===== src/rtl/mru_req_sched.sv =====
// mru_req_sched: pends single-cycle set/get requests, arbitrates them round-robin
// and runs the strobe / busy / valid / bcd_rdy handshake to the shared MRU buffer.
module mru_req_sched #(
  parameter int unsigned DATA_W  = 16,
  parameter int unsigned IDX_W   = 3,
  parameter int unsigned OUT_W   = 20,
  parameter int unsigned TIMEOUT = 1024
) (
  input  logic              clk,
  input  logic              rst,
  input  logic              set_req,
  input  logic [DATA_W-1:0] set_data,
  output logic              set_ack,
  input  logic              get_req,
  input  logic [IDX_W-1:0]  get_idx,
  output logic              get_ack,
  output logic [OUT_W-1:0]  get_data,
  output logic              mru_set_o,
  output logic              mru_get_o,
  output logic [DATA_W-1:0] mru_data_o,
  output logic              mru_bcd_rdy_o,
  input  logic              mru_busy_i,
  input  logic              mru_valid_i,
  input  logic [OUT_W-1:0]  mru_data_i,
  output logic              sched_busy_o,
  output logic              timeout_o
);

  localparam int unsigned      TMR_W    = $clog2(TIMEOUT) + 1;
  localparam logic [TMR_W-1:0] TMR_LAST = TMR_W'(TIMEOUT - 1);

  typedef enum logic [1:0] {
    IDLE     = 2'd0,
    ISSUE    = 2'd1,
    WAIT_SET = 2'd2,
    RDY      = 2'd3
  } state_t;

  state_t            state;
  state_t            state_n;

  logic              set_pend;
  logic              get_pend;
  logic [DATA_W-1:0] set_buf;
  logic [IDX_W-1:0]  get_buf;
  logic              last_get;
  logic [DATA_W-1:0] op_reg;
  logic              op_is_get;
  logic [TMR_W-1:0]  timer;
  logic [OUT_W-1:0]  rd_reg;

  logic              grant_set;
  logic              grant_get;
  logic              timed_out;

  logic [DATA_W-1:0] op_n;
  logic              op_get_n;
  logic              mru_set_n;
  logic              mru_get_n;
  logic [DATA_W-1:0] mru_data_n;
  logic              bcd_rdy_n;
  logic              set_ack_n;
  logic              get_ack_n;
  logic              timeout_n;
  logic              capture;

  // State register
  always_ff @(posedge clk or posedge rst) begin
    if (rst) begin
      state <= IDLE;
    end else begin
      state <= state_n;
    end
  end

  // Next-state: round-robin grant in IDLE, handshake edges and timeout elsewhere
  always_comb begin
    state_n   = state;
    grant_set = 1'b0;
    grant_get = 1'b0;
    timed_out = (state != IDLE) && (timer == TMR_LAST);
    case (state)
      IDLE: begin
        if (set_pend && (!get_pend || last_get)) begin
          grant_set = 1'b1;
        end else if (get_pend) begin
          grant_get = 1'b1;
        end
        if (grant_set || grant_get) begin
          state_n = ISSUE;
        end
      end
      ISSUE: begin
        if (timed_out) begin
          state_n = IDLE;
        end else if (!op_is_get && mru_busy_i) begin
          state_n = WAIT_SET;
        end else if (op_is_get && mru_busy_i && mru_valid_i) begin
          state_n = RDY;
        end
      end
      WAIT_SET: begin
        if (timed_out || !mru_busy_i) begin
          state_n = IDLE;
        end
      end
      RDY: begin
        if (timed_out || !mru_busy_i) begin
          state_n = IDLE;
        end
      end
      default: state_n = IDLE;
    endcase
  end

  // Output decode: next values of the registered outputs, aligned with state_n
  always_comb begin
    op_n       = op_reg;
    op_get_n   = op_is_get;
    mru_set_n  = 1'b0;
    mru_get_n  = 1'b0;
    mru_data_n = '0;
    bcd_rdy_n  = 1'b0;
    set_ack_n  = 1'b0;
    get_ack_n  = 1'b0;
    timeout_n  = timed_out;
    capture    = 1'b0;
    if (grant_set) begin
      op_n     = set_buf;
      op_get_n = 1'b0;
    end else if (grant_get) begin
      op_n     = DATA_W'(get_buf);
      op_get_n = 1'b1;
    end
    if (state_n == ISSUE) begin
      mru_set_n  = !op_get_n;
      mru_get_n  = op_get_n;
      mru_data_n = op_n;
    end
    bcd_rdy_n = (state_n == RDY);
    set_ack_n = (state == WAIT_SET) && (state_n == IDLE) && !timed_out;
    get_ack_n = (state == RDY) && (state_n == IDLE) && !timed_out;
    capture   = (state == ISSUE) && (state_n == RDY);
  end

  // Pending requests, operand/result holding, timer and registered outputs
  always_ff @(posedge clk or posedge rst) begin
    if (rst) begin
      set_pend      <= 1'b0;
      get_pend      <= 1'b0;
      set_buf       <= '0;
      get_buf       <= '0;
      last_get      <= 1'b1;
      op_reg        <= '0;
      op_is_get     <= 1'b0;
      timer         <= '0;
      rd_reg        <= '0;
      get_data      <= '0;
      mru_set_o     <= 1'b0;
      mru_get_o     <= 1'b0;
      mru_data_o    <= '0;
      mru_bcd_rdy_o <= 1'b0;
      set_ack       <= 1'b0;
      get_ack       <= 1'b0;
      timeout_o     <= 1'b0;
    end else begin
      // A request in the grant cycle re-pends with the new operand
      if (set_req) begin
        set_pend <= 1'b1;
        set_buf  <= set_data;
      end else if (grant_set) begin
        set_pend <= 1'b0;
      end
      if (get_req) begin
        get_pend <= 1'b1;
        get_buf  <= get_idx;
      end else if (grant_get) begin
        get_pend <= 1'b0;
      end
      if (grant_set) begin
        last_get <= 1'b0;
      end else if (grant_get) begin
        last_get <= 1'b1;
      end
      op_reg    <= op_n;
      op_is_get <= op_get_n;

      if ((state_n != state) || (state == IDLE)) begin
        timer <= '0;
      end else begin
        timer <= timer + TMR_W'(1);
      end

      // Read data is only published on get_ack, so a timed-out get leaves get_data alone
      if (capture) begin
        rd_reg <= mru_data_i;
      end
      if (get_ack_n) begin
        get_data <= rd_reg;
      end

      mru_set_o     <= mru_set_n;
      mru_get_o     <= mru_get_n;
      mru_data_o    <= mru_data_n;
      mru_bcd_rdy_o <= bcd_rdy_n;
      set_ack       <= set_ack_n;
      get_ack       <= get_ack_n;
      timeout_o     <= timeout_n;
    end
  end

  assign sched_busy_o = (state != IDLE);

  a_strobe_excl: assert property (@(posedge clk) disable iff (rst)
    !(mru_set_o && mru_get_o));
  a_done_excl: assert property (@(posedge clk) disable iff (rst)
    $onehot0({set_ack, get_ack, timeout_o}));

endmodule


===== config.mk =====
export PLATFORM = sky130hd
export DESIGN_NAME = mru_req_sched
export DESIGN_NICKNAME = d
export VERILOG_FILES = /design/src/rtl/mru_req_sched.sv
export SDC_FILE = /design/constraint.sdc
export NUM_CORES = 1
export LEC_CHECK = 0
export CORE_ASPECT_RATIO = 1.25
export CORE_UTILIZATION = 55
export DETAILED_ROUTE_END_ITERATION = 10
export PLACE_DENSITY = 0.88
export SKIP_CTS_REPAIR_TIMING = 1
export SYNTH_ARGS = -nofsm -noshare
export SYNTH_HDL_FRONTEND = slang
export SYNTH_SLANG_ARGS = --single-unit

===== constraint.sdc =====
create_clock -name clk -period 6.4 [get_ports clk]
set_clock_uncertainty 0.1 [all_clocks]
set_input_delay 0.96 -clock clk [delete_from_list [all_inputs] [get_ports clk]]
set_output_delay 0.96 -clock clk [all_outputs]
set_load 0.02 [all_outputs]

Word-level counts from Yosys, hierarchy flattened
Cells that the tools add are included.
Widths: inputs -> output; s select.
{ "word_totals": {"register_bits": 114, "inputBits": 45, "output_inout_bits": 43, "elab_cells": 79} }
{ "op_classes": {"add_sub_neg": 1, "eq_ne": 7, "mux": 27, "n_reduce_logical": 26} }
{ "op_table": {"columns": ["cell", "n"], "rows": [
  ["$mux 16", 3],
  ["$mux 1", 17],
  ["$add 11x1->11 const B", 1],
  ["$eq 11x10->1 const B", 1],
  ["$mux 11", 1],
  ["$logic_and 1x1->1", 10],
  ["$mux 2", 5],
  ["$reduce_bool 2->1", 4],
  ["$eq 2x2->1 const B", 3],
  ["$pmux 2 s3", 1],
  ["$logic_not 1->1", 5],
  ["$eq 2x1->1 const B", 2],
  ["$logic_not 2->1", 2],
  ["$logic_or 1x1->1", 4],
  ["$ne 2x2->1", 1],
  ["$reduce_or 2->1", 1]
]} }

Logic depth before layout (Yosys ltp)
Gate-level depths: netlist of the first run.
{ "depth": {"ltp_word": 11, "mapped_depth": 6, "ltp_nobuf": 5} }

Worst setup path after synthesis of the first run
No wires, ideal clock.
{ "synth_timing": {"path_type": "input -> register", "start": "in set_req", "end": "reg set_buf[0]", "setup_time_ps": 125, "arrival_ps": 1944, "required_time_ps": 6175, "setup_slack_ps": 4231, "cell_stages": 3, "n_path_buf": 2, "path_cell_list": "clkbuf_1 -> buf_1 -> mux2_2"} }
{ "synth_rtl": {"columns": ["item", "line", "text"], "rows": [
  ["from (decl)", "11", "input logic set_req,"],
  ["to (signal assigned)", "170", "set_buf <= set_data;"],
  ["to (decl)", "44", "logic [DATA_W-1:0] set_buf;"]
]} }
No word-level cell between the ends.

Final worst setup path of the first run
{ "layout_timing": {"start": "reg state[1]", "end": "out sched_busy_o"} }
{ "layout_via": {"elab_chain_len": 1} }
{ "layout_lines": {"columns": ["item", "line", "text"], "rows": [
  ["from (decl)", "39", "state_t state;"],
  ["from (signal assigned)", "72", "state <= state_n;"],
  ["$reduce_bool 2->1", "212", "assign sched_busy_o = (state != IDLE);"],
  ["to (decl)", "25", "output logic sched_busy_o,"]
]} }
No other way between the ends.

==> metrics.md, run 1 <==
| Metric | Value |
|---|---|
| Clock transition at path regs | `60 ps` |
| I/O pins | `88` |
| First-pass GRT wire length | `between 15000 and 20000 um` |
| RePlAce Congestion | `0.756` |
| Vias | `2844` |
| First DRT Iteration DRCs | `roughly 140` |
| Root buffer cell | `clkbuf_8` |
| Largest net degree at the start of global routing | `59` |
| Layout area overhead | `35.5%` |
| Syn. warnings | `0` |
| Clk Latency, worst-skew pair | `about 520 ps` |
| Tot GR Track Use | `0.261` |
| Hold crit path type | `flip-flop to flip-flop` |
| Hpwl dp | `around 5600 um` |
| VDD IR-drop max | `between 0.0003 and 0.0004 V` |
| Commonest non-fill, non-tap cell in the layout | `dfrtp_1` |
| MaxCap Viol Count | `0` |
| Max-slew violation count | `0` |
| Final hold vios | `0` |
| # setup viols final | `0` |
| CTS tree | `done` |
| Die Ht | `102 um` |
| ANT cells | `0` |
| DR DRC count | `0` |
| Clock sinks | `about 110` |
| Worst Setup Path Type | `flip-flop to primary output` |
| #FFs+latches synth | `around 110` |
| RSZ-0062 raised after global routing | `false` |
| Antenna violations before repair | `0` |
| Number of flops mapped to enable cells by yosys | `0` |
| CP Max Fanout | `15` |
| Slew margin rel. | `0.364` |
| Vias in the first global route | `3030` |
| WL/cell | `~19 um` |
| Routed Antenna Nets | `0` |
| Crit path DAT | `1970 ps` |
| # rows | `36` |
| Placement Setup Slack | `approximately 3500 ps` |
| DRT Pass-1 Iters | `4` |
| Port bufs | `87` |
| Final worst setup slack | `roughly 3400 ps` |
| Layout cell share with drive strength beyond 1 | `0.255` |
| Max Clock Freq | `0.330 GHz` |
| Leak | `approximately 2.6 nW` |
| FFs w/ async S/R, synth | `1.00` |
| Fin crit share | `0.473` |
| Min Clock Period, post-route | `3030 ps` |
| CTS buffer count | `17` |
| Outcome | `finished clean` |
| Worst Path Required | `roughly 5300 ps` |
| Die width | `81.8 um` |
| Clk buf depth | `2` |
| Synthesized area | `roughly 0.0044 mm2` |
| Startpoint Class | `flip-flop` |
| Routed Wire Length | `just under 10000 um` |
| Setup TNS | `0 ps` |
| Mapped Cells | `~310` |
| Vias per cell | `about 5.6` |
| Net count after synthesis | `approximately 350` |
| Worst setup EP type | `primary output` |
| Nets | `448` |
| Post-synthesis cell type count | `44` |
| Power Density | `roughly 490 mW/mm2` |
| Avg Synthesized Cell Area | `14.4 um2` |
| Post-synth top flop | `dfrtp_1` |
| Worst-margin pin slew | `951 ps` |
| Core footprint | `between 0.007 and 0.008 mm2` |
| Share of the yosys chip area belonging to registers | `0.652` |
| Die ar. | `between 0.008 and 0.009 mm2` |
| Most frequent cells in the layout | `dfrtp_1, clkdlybuf4s50_1, mux2_2, and2_1, clkbuf_16` |
| Initial Util | `0.565` |
| Remaining global-route overflow | `0` |
| H-tree depth | `4` |
==> Yosys cell counts (all sizes together), types with 2 or more instances <==
master	count	area [um2]
dfrtp	113	2830
nor2	15	56.3
nor4b	3	41.3
buf	8	45.0
nand2	7	26.3
or3b	2	20.0
xnor2	2	17.5
o21ai	5	25.0
a22o	13	114
a21oi	2	10.0
nor3b	3	22.5
nand4	2	12.5
nor3	5	25.0
inv	5	18.8
and2	19	121
a21o	4	38.8
nand3	6	30.0
mux2	59	664
a31oi	3	18.8
and4	4	35.0
clkbuf	5	18.8
xor2	7	61.3
==> worst max-delay path, cell delays in order, from the launching register on <==
cell,delay (ps)
dfrtp_1,610
nor2_1,180
inv_1,80
clkdlybuf4s50_1,590
==> power breakdown <==
part           internal [mW]  switching (mW)  total, mW
sequential             0.966           0.147       1.11
combinational          0.437           0.405      0.842
clock                  0.582           0.352      0.933
total                   1.99           0.903       2.89
==> path summary, 6_finish.rpt <==
path	startpoint	endpoint	slack, ps	depth (start not counted)
max	state[1]	sched_busy_o	3370	3
min	rd_reg[1]	rd_reg[1]	380	1
max reg2reg	state[1]	mru_data_o[13]	3980	4
min reg2reg	rd_reg[1]	rd_reg[1]	380	1
max in group asynchronous	rst	mru_data_o[8]	4230	3
min in group asynchronous	rst	rd_reg[11]	820	2
==> metal layers <==
layer	routed length [um]	track usage	up-vias
met5	0	0	-
met4	179	0.113	0
met3	583	0.0874	16
met2	5190	0.441	108
met1	3720	0.296	1443
li1	-	-	1277
==> area by class of cell <==
class	count	area [um2]
sequential	114	2850
fill	453	1810
multi-input combinational	173	1450
timing repair buffer	91	901
clock buffer	20	445
clock inverter	12	145
tap	95	119
inverter	5	21.3
==> cells by family after synthesis <==
logic type / share of synthesized area
xor+xnor: 0.0180
flops: 0.652
compound gates: 0.0603
mux: 0.152
buf+inv: 0.0189
simple gates: 0.0968
fa+ha+maj: 0.00286
==> per-stage QoR <==
step / area [um2] / total power, mW / hold slack (ps) / utilization / std cells
after floorplan: 4380 / 1.58 / 348 / - / 305
after global placement: 5350 / 1.89 / 365 / 0.690 / 478
after detailed placement: 5350 / 1.93 / 378 / 0.690 / 478
after CTS: 5940 / 2.91 / 391 / 0.766 / 510
after global routing: 5940 / 3.02 / 410 / 0.766 / 510
final: 5940 / 2.89 / 385 / 0.766 / 510
Note: power is estimated with default switching activity, not from simulation.
==> run 2: changes to the inputs <==
CORE_UTILIZATION = 51   (was 55)
PLACE_DENSITY = 0.82   (was 0.88)
clock period = 2.9 ns   (was 6.4 ns; I/O delays follow)
==> metrics.md, run 2 (synthesized netlist as in run 1, its figures left out) <==
| Metric | Value |
|---|---|
| Switch share | `0.287 (-0.0256)` |
| VDD IR-drop max | `0.000561 V (+84%)` |
| H-tree depth | `4 (unchanged)` |
| First DRT Iteration DRCs | `150 (+8.7%)` |
| MaxCap Viol Count | `0 (unchanged)` |
| Sequential power share | `0.378 (-0.007)` |
| Vias in the first global route | `2894 (-4.5%)` |
| Core footprint | `0.00829 mm2 (+7.0%)` |
| WL/cell | `17.5 um (-7.9%)` |
| Worst Setup Path Type | `flip-flop to primary output` |
| Clk pwr share | `0.338 (+0.015)` |
| Layout cell share with drive strength beyond 1 | `0.253 (-0.00241)` |
| Tot GR Track Use | `0.220 (-0.0405)` |
| DR DRC count | `8 (+8)` |
| Outcome | `complete, but fails checks` |
| Vias per cell | `5.39 (-3.3%)` |
| Layout area overhead | `36.7%` |
| Crit path DAT | `1960 ps (about the same)` |
| Root buffer cell | `clkbuf_8` |
| Startpoint Class | `flip-flop` |
| Fill count | `549 (+21%)` |
| NetSw | `1.85 mW (+100%)` |
| CTS buffer count | `17 (unchanged)` |
| Min Clock Period, post-route | `about 2500 ps` |
| Clock sinks | `114 (unchanged)` |
| Internal power | `4.59 mW (+130%)` |
| First-pass GRT wire length | `14600 um (-5.5%)` |
| Commonest non-fill, non-tap cell in the layout | `dfrtp_1` |
| Clk Latency, worst-skew pair | `510 ps (about the same)` |
| Largest net degree at the start of global routing | `115 (+95%)` |
| I/O pins | `88 (unchanged)` |
| Hold crit path type | `primary input to async pin` |
| Fin cells | `512 (+0.39%)` |
| Failing checks | `design-rule violations` |
| RePlAce Congestion | `0.866 (+15%)` |
| Final hold slack | `354 ps (-31.3 ps)` |
| Routed Antenna Nets | `0 (unchanged)` |
| Final hold vios | `0 (unchanged)` |
| Worst-margin pin slew | `775 ps (-177 ps)` |
| Die width | `84.9 um (+3.8%)` |
| Setup TNS | `0 ps (unchanged)` |
| Nets | `449 (+0.22%)` |
| Max-slew violation count | `0 (unchanged)` |
| Hpwl dp | `5610 um (-0.55%)` |
| DRT Pass-1 Iters | `9 (+5)` |
| Worst setup EP type | `primary output` |
| Slew margin rel. | `0.482 (+0.118)` |
| Vias | `2762 (-2.9%)` |
| Clk buf depth | `2 (unchanged)` |
| Final worst setup slack | `409 ps (-2960 ps)` |
| Routed Wire Length | `8940 um (-7.6%)` |
| Die ar. | `0.00897 mm2 (+7.7%)` |
| Clock transition at path regs | `60 ps (about the same)` |
| Fin crit share | `0.859` |
| Most frequent cells in the layout | `dfrtp_1, clkdlybuf4s50_1, mux2_2, and2_1, clkbuf_16` |
| Leak | `2.63 nW (+0.89%)` |
| Dpl cells | `481 (+0.63%)` |
| Combinational Power Share | `0.284 (-0.007)` |
| Initial Util | `0.529 (-0.0368)` |
| CP Max Fanout | `15 (unchanged)` |
| Remaining global-route overflow | `0 (unchanged)` |
| Die Ht | `106 um (+3.8%)` |
| CTS tree | `done` |
| # setup viols final | `0 (unchanged)` |
| Power Density | `1080 mW/mm2 (+120%)` |
| ANT cells | `0 (unchanged)` |
| # rows | `37 (+2.8%)` |
| Placement Setup Slack | `524 ps (-3010 ps)` |
| Port bufs | `87 (unchanged)` |
| Max Clock Freq | `roughly 0.4 GHz` |
| Worst Path Required | `2370 ps (-2970 ps)` |
| Layout Utilization | `0.723 (-0.0434)` |
| RSZ-0062 raised after global routing | `false` |
| Antenna violations before repair | `0 (unchanged)` |
==> run 2: worst max-delay path, stage by stage (launching register included) <==
cell	delay, ps
dfrtp_1	600
nor2_1	160
inv_1	90
clkdlybuf4s50_1	600
==> run 2: per-layer routing <==
metal,up-vias,part of all wire,track usage
met1,1394,0.39,0.256
li1,1276,-,-
met3,9,0.042,0.0587
met4,0,0.0097,0.0884
met5,-,0,0
met2,83,0.55,0.384
==> run 2: layout make-up <==
class | count | area (um2) | share of cell area
Clock inverter | 11 | 185 | 0.0309
Inverter | 5 | 22.5 | 0.00376
Timing Repair Buffer | 92 | 921 | 0.154
Sequential cell | 114 | 2850 | 0.476
Clock buffer | 20 | 435 | 0.0727
Multi-Input combinational cell | 173 | 1450 | 0.242
Tap cell | 97 | 121 | 0.0203
==> run 2: path summary, 6_finish.rpt <==
path | start | endpoint | slack (ps) | depth (start not counted)
worst max-delay path | state[1] | sched_busy_o | 410 | 3
worst min-delay path | rst | get_data[10] | 350 | 3
worst max register to register | timer[0] | rd_reg[11] | 710 | 6
worst min register to register | timer[0] | timer[0] | 390 | 1
max in group asynchronous | rst | get_data[19] | 1900 | 3
min in group clk | timer[0] | timer[0] | 390 | 1
==> run 2: power by group through the flow <==
stage | Sequential [mW] | Combinational [mW] | Clock, mW
2_1_floorplan | 2.63 | 0.855 | 0
4_1_cts | 2.44 | 1.84 | 2.21
6_report | 2.44 | 1.83 | 2.18
5_1_grt | 2.49 | 1.96 | 2.28
3_3_place_gp | 2.42 | 1.75 | 0
3_5_place_dp | 2.45 | 1.81 | 0
==> run 2: metrics by stage <==
step | cell area, um2 | power [mW]
after floorplan | 4380 | 3.49
after global placement | 5370 | 4.17
after detailed placement | 5370 | 4.26
final | 5990 | 6.44
after CTS | 5990 | 6.49
after global routing | 5990 | 6.74
